File: config.mk
export PLATFORM = sky130hd
export DESIGN_NAME = mac_pe
export DESIGN_NICKNAME = d
export VERILOG_FILES = /design/src/rtl/mac_pe_pkg.sv /design/src/rtl/mac_pe_sat_add.sv /design/src/rtl/mac_pe.sv
export SDC_FILE = /design/constraint.sdc
export NUM_CORES = 1
export LEC_CHECK = 0
export BUFFER_PORTS_ARGS = -buffer_cell sky130_fd_sc_hd__buf_2
export CAP_MARGIN = 20
export CORE_MARGIN = 2
export CORE_UTILIZATION = 55
export CTS_BUF_LIST = sky130_fd_sc_hd__clkbuf_8
export CTS_CLUSTER_DIAMETER = 40
export DETAILED_ROUTE_END_ITERATION = 12
export GPL_ROUTABILITY_DRIVEN = 0
export PLACE_DENSITY = 0.81
export SLEW_MARGIN = 30
export SYNTH_ARGS = -nofsm -noshare
export SYNTH_HDL_FRONTEND = slang
export SYNTH_SLANG_ARGS = --single-unit
File: constraint.sdc
create_clock -name clk -period 19.9 [get_ports clk]
set_input_delay 1.99 -clock clk [delete_from_list [all_inputs] [get_ports clk]]
set_output_delay 1.99 -clock clk [all_outputs]
set_load 0.01 [all_outputs]
File: src/rtl/mac_pe_pkg.sv
// Shared types and elaboration helpers for the systolic MAC processing element.
package mac_pkg;

    typedef enum logic [0:0] {
        IDLE,
        ACCUM
    } pe_state_t;

    localparam int unsigned DEF_DATA_W = 16;
    localparam int unsigned DEF_ACC_W  = 40;

    // The accumulator must hold at least one full-precision product.
    function automatic bit acc_w_ok(input int unsigned acc_w, input int unsigned data_w);
        return acc_w >= 2 * data_w;
    endfunction

endpackage

File: src/rtl/mac_pe_sat_add.sv
// Accumulator adder: extends the product to accumulator width, adds, and
// reports overflow; optionally clamps the sum to the representable range.
module mac_sat_add #(
    parameter int unsigned ACC_W    = 40,
    parameter int unsigned PROD_W   = 32,
    parameter bit          SIGNED   = 1'b1,
    parameter bit          SATURATE = 1'b0
) (
    input  logic [ACC_W-1:0]  i_acc,
    input  logic [PROD_W-1:0] i_prod,
    output logic [ACC_W-1:0]  o_sum,
    output logic              o_ovf
);

    logic [ACC_W:0] w_acc_x;
    logic [ACC_W:0] w_prod_x;
    logic [ACC_W:0] w_sum_x;
    logic           w_ovf;

    always_comb begin
        if (SIGNED) begin
            w_acc_x  = {i_acc[ACC_W-1], i_acc};
            w_prod_x = {{(ACC_W + 1 - PROD_W){i_prod[PROD_W-1]}}, i_prod};
        end else begin
            w_acc_x  = {1'b0, i_acc};
            w_prod_x = {{(ACC_W + 1 - PROD_W){1'b0}}, i_prod};
        end
        w_sum_x = w_acc_x + w_prod_x;

        // One guard bit: signed overflow when it disagrees with the MSB,
        // unsigned overflow when it carries.
        if (SIGNED) begin
            w_ovf = w_sum_x[ACC_W] ^ w_sum_x[ACC_W-1];
        end else begin
            w_ovf = w_sum_x[ACC_W];
        end

        o_sum = w_sum_x[ACC_W-1:0];
        if (SATURATE && w_ovf) begin
            if (SIGNED) begin
                o_sum = w_sum_x[ACC_W] ? {1'b1, {(ACC_W - 1){1'b0}}}
                                       : {1'b0, {(ACC_W - 1){1'b1}}};
            end else begin
                o_sum = '1;
            end
        end
        o_ovf = w_ovf;
    end

endmodule

File: src/rtl/mac_pe.sv
// Systolic MAC processing element: forwards A east / B south, accumulates
// products over last-delimited vectors and presents a held dot-product result.
module mac_pe
    import mac_pkg::*;
#(
    parameter int unsigned DATA_W   = DEF_DATA_W,
    parameter int unsigned ACC_W    = DEF_ACC_W,
    parameter bit          SIGNED   = 1'b1,
    parameter bit          SATURATE = 1'b0
) (
    input  logic              clk,
    input  logic              rst,
    input  logic [DATA_W-1:0] a_in,
    input  logic [DATA_W-1:0] b_in,
    input  logic              in_valid,
    input  logic              a_last,
    input  logic              b_last,
    output logic              in_ready,
    output logic [DATA_W-1:0] a_out,
    output logic [DATA_W-1:0] b_out,
    output logic              fwd_valid,
    output logic              fwd_last,
    output logic [ACC_W-1:0]  c_out,
    output logic              c_valid,
    input  logic              c_ready,
    output logic              c_ovf,
    output logic              err
);

    localparam int unsigned PROD_W = 2 * DATA_W;

    if (!acc_w_ok(ACC_W, DATA_W)) begin : g_width_check
        $error("mac_pe: ACC_W (%0d) must be at least 2*DATA_W (%0d)", ACC_W, PROD_W);
    end

    logic [DATA_W-1:0] r_a_out;
    logic [DATA_W-1:0] r_b_out;
    logic              r_fwd_valid;
    logic              r_fwd_last;
    logic              r_s1_valid;
    logic              r_s1_last;
    logic [PROD_W-1:0] r_s1_prod;
    logic [ACC_W-1:0]  r_acc;
    logic              r_vec_ovf;
    logic [ACC_W-1:0]  r_c_out;
    logic              r_c_valid;
    logic              r_c_ovf;
    logic              r_err;
    pe_state_t         r_state;

    logic              w_accept;
    logic              w_last;
    logic              w_mismatch;
    logic [PROD_W-1:0] w_a_x;
    logic [PROD_W-1:0] w_b_x;
    logic [PROD_W-1:0] w_prod;
    logic [ACC_W-1:0]  w_acc_in;
    logic [ACC_W-1:0]  w_sum;
    logic              w_add_ovf;

    assign in_ready   = !(r_c_valid && !c_ready) && !(r_s1_valid && r_s1_last);
    assign w_accept   = in_valid && in_ready;
    assign w_mismatch = a_last ^ b_last;
    assign w_last     = a_last | b_last;

    // Operands extended to product width make the low PROD_W bits of a plain
    // multiply equal to the signed or unsigned full-precision product.
    always_comb begin
        if (SIGNED) begin
            w_a_x = {{DATA_W{a_in[DATA_W-1]}}, a_in};
            w_b_x = {{DATA_W{b_in[DATA_W-1]}}, b_in};
        end else begin
            w_a_x = {{DATA_W{1'b0}}, a_in};
            w_b_x = {{DATA_W{1'b0}}, b_in};
        end
    end

    assign w_prod   = w_a_x * w_b_x;
    assign w_acc_in = (r_state == ACCUM) ? r_acc : '0;

    mac_sat_add #(
        .ACC_W   (ACC_W),
        .PROD_W  (PROD_W),
        .SIGNED  (SIGNED),
        .SATURATE(SATURATE)
    ) u_add (
        .i_acc (w_acc_in),
        .i_prod(r_s1_prod),
        .o_sum (w_sum),
        .o_ovf (w_add_ovf)
    );

    always_ff @(posedge clk) begin
        if (rst) begin
            r_a_out     <= '0;
            r_b_out     <= '0;
            r_fwd_valid <= 1'b0;
            r_fwd_last  <= 1'b0;
            r_s1_valid  <= 1'b0;
            r_s1_last   <= 1'b0;
            r_s1_prod   <= '0;
            r_acc       <= '0;
            r_vec_ovf   <= 1'b0;
            r_c_out     <= '0;
            r_c_valid   <= 1'b0;
            r_c_ovf     <= 1'b0;
            r_err       <= 1'b0;
            r_state     <= IDLE;
        end else begin
            r_fwd_valid <= w_accept;
            r_fwd_last  <= w_accept && w_last;
            r_s1_valid  <= w_accept;

            if (w_accept) begin
                r_a_out   <= a_in;
                r_b_out   <= b_in;
                r_s1_prod <= w_prod;
                r_s1_last <= w_last;
                if (w_mismatch) begin
                    r_err <= 1'b1;
                end
                if (!w_last) begin
                    r_state <= ACCUM;
                end
            end

            if (r_c_valid && c_ready) begin
                r_c_valid <= 1'b0;
            end

            // A retiring last product overrides the handshake clear above.
            if (r_s1_valid) begin
                if (r_s1_last) begin
                    r_c_out   <= w_sum;
                    r_c_ovf   <= r_vec_ovf | w_add_ovf;
                    r_c_valid <= 1'b1;
                    r_acc     <= '0;
                    r_vec_ovf <= 1'b0;
                    r_state   <= IDLE;
                end else begin
                    r_acc     <= w_sum;
                    r_vec_ovf <= r_vec_ovf | w_add_ovf;
                end
            end
        end
    end

    assign a_out     = r_a_out;
    assign b_out     = r_b_out;
    assign fwd_valid = r_fwd_valid;
    assign fwd_last  = r_fwd_last;
    assign c_out     = r_c_out;
    assign c_valid   = r_c_valid;
    assign c_ovf     = r_c_ovf;
    assign err       = r_err;

endmodule

==> run_results.csv <==
group,metric,value,unit
synth,ys_seq_elements,152,
setup_path,cp_common_cell,"fa_1",
die,fp.dieH,181.6,um
synth,syn-num-nets,2469,
cells_and_area,layout-drive-gt1-share,8.144,%
synth,syn_inst,2045,
synth,yosysTopAreaCell,"fa_1",
sta,fmax,0.1266,GHz
worst_hold_path,hold_path_class,"reg2reg",
route,vias,14246,
die,io_pins,116,
setup_path,endpoint_kind,"register",
synth,synth.top_cells.by_count,"310 x nand2_1, 295 x inv_1, 263 x fa_1",
setup_path,startpoint_type,"primary input",
setup_path,critPathBufInv,6,
clocking,cts_buffers,17,
route,ant_nets,0,
clocking,insertion_delay,0.50,ns
synth,yosysSeqAreaShare,17.55,%
setup_path,worstSetupPathType,"in2reg",
die,num_rows,65,
setup_path,crit_chain,"buf_2 > nand2_1 > fa_1 > inv_1 > fa_1 > inv_1 > fa_1 > inv_1 > fa_1 > fa_1 > inv_1 > fa_1 > inv_1 > ha_1 > a21o_1 > o41ai_1 > nand3_1 > a21oi_1 > a21oi_1 > o32ai_1 > mux2i_1 > nand2_1",
power_and_ir_drop,cellPowerDensity,191.9,nW/um^2
clocking,cts_tree,"done",
power_and_ir_drop,p_leak,9.101,nW
global_routing,antenna_found_initial,0,
sta,finalMaxSlewViolations,0,
run,drv_cap,0,
sta,worst_pin_slew,0.9191,ns
synth,synth_edf_count,0,
cells_and_area,nNetsFinal,2523,
sta,finClkSkew,0.02582,ns
placement,dp_cells,2481,
setup_path,required,20.28,ns
clocking,holdBufCountCts,0,
global_routing,grt_max_degree,91,
route,routedWlPerCell,16.53,um
route,drt_iter0_markers,818,
synth,synth_area,17340,sq um
die,start_util,55.38,%
global_routing,gr-total-overflow,0,
sta,rsz0062_at_grt,"false",
global_routing,grt.busiest_layer,"met2",
clocking,cts_buffer_depth,2,
clocking,path_clk_slew,0.09,ns
placement,dpl.hpwl,31640,um
setup_path,crit_family,"adder cells",
cells_and_area,n_antenna_cell,0,
route,vias_per_cell,5.667,
cells_and_area,nFillCells,2660,
global_routing,groute.layer.met1.usage,30.83,%
global_routing,grt_pass1_wl,71670,um
power_and_ir_drop,vdd_ir_drop_max,295.9,uV
clocking,post_cts_buffers,0,
placement,post-place-ws,11.58,ns
sta,setup_violations,0,
synth,ys.warnings.count,0,
die,design.die.area,32960,sq um
synth,async_flop_share,0,%
synth,synth.distinct_cells,60,
clocking,cts_sinks,152,
clocking,cts_max_level,4,
placement,io_buffer_count,115,
route,first_pass_iters,5,
synth,ys_top_cells_by_area,"fa_1 30%, dfxtp_1 18%, ha_1 8.9%",
global_routing,use_met2,48.40,%
route,drc,0,
sta,period_minus_slack,7.898,ns
setup_path,cp-startpoint,"a_in[7]",
global_routing,track_usage,26.90,%
die,core_area,31310,sq um
setup_path,worstReg2RegStart,"r_state",
setup_path,critical_path.max_fanout,17,
synth,avgSynthCellArea,8.479,sq um
die,die_x,181.6,um
setup_path,arrival,8.27,ns
sta,setup_slack,12.00,ns
synth,synth_top_cell_area_share,30.37,%
run_status,status,"completed",
clocking,cts_resized,0,
synth,synth.most_common_cell,"nand2_1",
sta,slew_headroom,38.50,%
clocking,cts_root_buf,"clkbuf_8",
sta,finalHoldViolations,0,
route,drt_wl_total,41550,um
cells_and_area,syn_to_final_growth,7.238,%
sta,finalSetupTns,0,ns
cells_and_area,fin_cells,2514,
worst_hold_path,worstHoldStart,"c_out[0]",
synth,dominantRegCellSynth,"dfxtp_1",
setup_path,slowest_delay,0.58,ns
setup_path,crit_path_top_delay_cell,"o41ai_1",
sta,period_share,39.69,%
global_routing,grt_pass1_vias,15265,
global_routing,grt_use_met3,3.811,%
==> sequential cells by signal, indices dropped and copies added, names as in the netlist <==
signal      cells
a_out          16
b_out          16
c_out          40
c_ovf           1
c_valid         1
err             1
fwd_last        1
r_acc          40
r_s1_last       1
r_s1_prod      32
r_s1_valid      1
r_state         1
r_vec_ovf       1
==> kinds of logic (layout without fill, tap and decap cells) <==
logic type / Yosys count / count (layout) / synth area share [%]
xor gates and xnor gates: 54 / 54 / 2.728
AOI/OAI and AO/OA: 347 / 347 / 12.30
DFF: 152 / 152 / 17.55
and+or+nand+nor: 718 / 718 / 19.68
buffers and inverters: 386 / 453 / 8.392
muxes: 2 / 2 / 0.1155
adders and majority gates: 386 / 386 / 39.24
==> cells in the final DEF (no fill, tap or decap), types with 52 or more instances in the layout <==
cell,synthesis,routed
dfxtp_1,152,152
o21ai_0,52,52
fa_1,263,263
inv_1,295,295
buf_2,5,114
nor2_1,104,104
ha_1,123,123
nand2_1,310,309
a21oi_1,168,168
and2_1,166,165
==> layer usage <==
metal	up-vias	wire (um)
li1	6605	-
met1	6988	16040
met2	486	20950
met3	167	2301
met4	0	2255
met5	-	0
==> where the power goes <==
group / internal (mW) / switching (mW)
registers: 0.341 / 0.0181
clock network: 0.117 / 0.145
logic: 1.25 / 1.70
total: 1.71 / 1.86
==> path summary, 6_finish.rpt <==
kind	to	slack [ns]	cells after the start
setup / recovery	r_s1_prod[29]	12.00	22
hold / removal	c_out[0]	0.45	2
setup reg to reg	r_acc[32]	15.79	13
hold reg to reg	c_out[0]	0.45	2
==> layout make-up <==
| type | instances | area [sq um] | share of cell area (%) |
|---|---|---|---|
| flip-flops and latches | 152 | 3043 | 16.36 |
| repair buffers | 125 | 665.6 | 3.580 |
| clock inverters | 15 | 190.2 | 1.023 |
| clock buffers | 17 | 234.0 | 1.258 |
| inverters | 296 | 1111 | 5.975 |
| multi-input cells | 1507 | 12850 | 69.09 |
| well taps | 402 | 503.0 | 2.705 |
==> worst min-delay path, stage by stage, from the launching register on <==
cell and delay [ns]:
dfxtp_1 0.31, nand2_1 0.05, a21oi_1 0.05
==> metrics by stage <==
step | utilization (%) | total power [mW] | hold slack [ns] | area [sq um]
after floorplan | - | 2.707 | 0.4362 | 17340
after global placement | 57.97 | 3.207 | 0.4404 | 18150
after detailed placement | 57.97 | 3.291 | 0.4456 | 18150
after CTS | 59.32 | 3.569 | 0.4577 | 18570
after global routing | 59.38 | 4.020 | 0.4764 | 18590
final | 59.38 | 3.568 | 0.4536 | 18590
No activity file was read; power rests on OpenSTA's default activity.
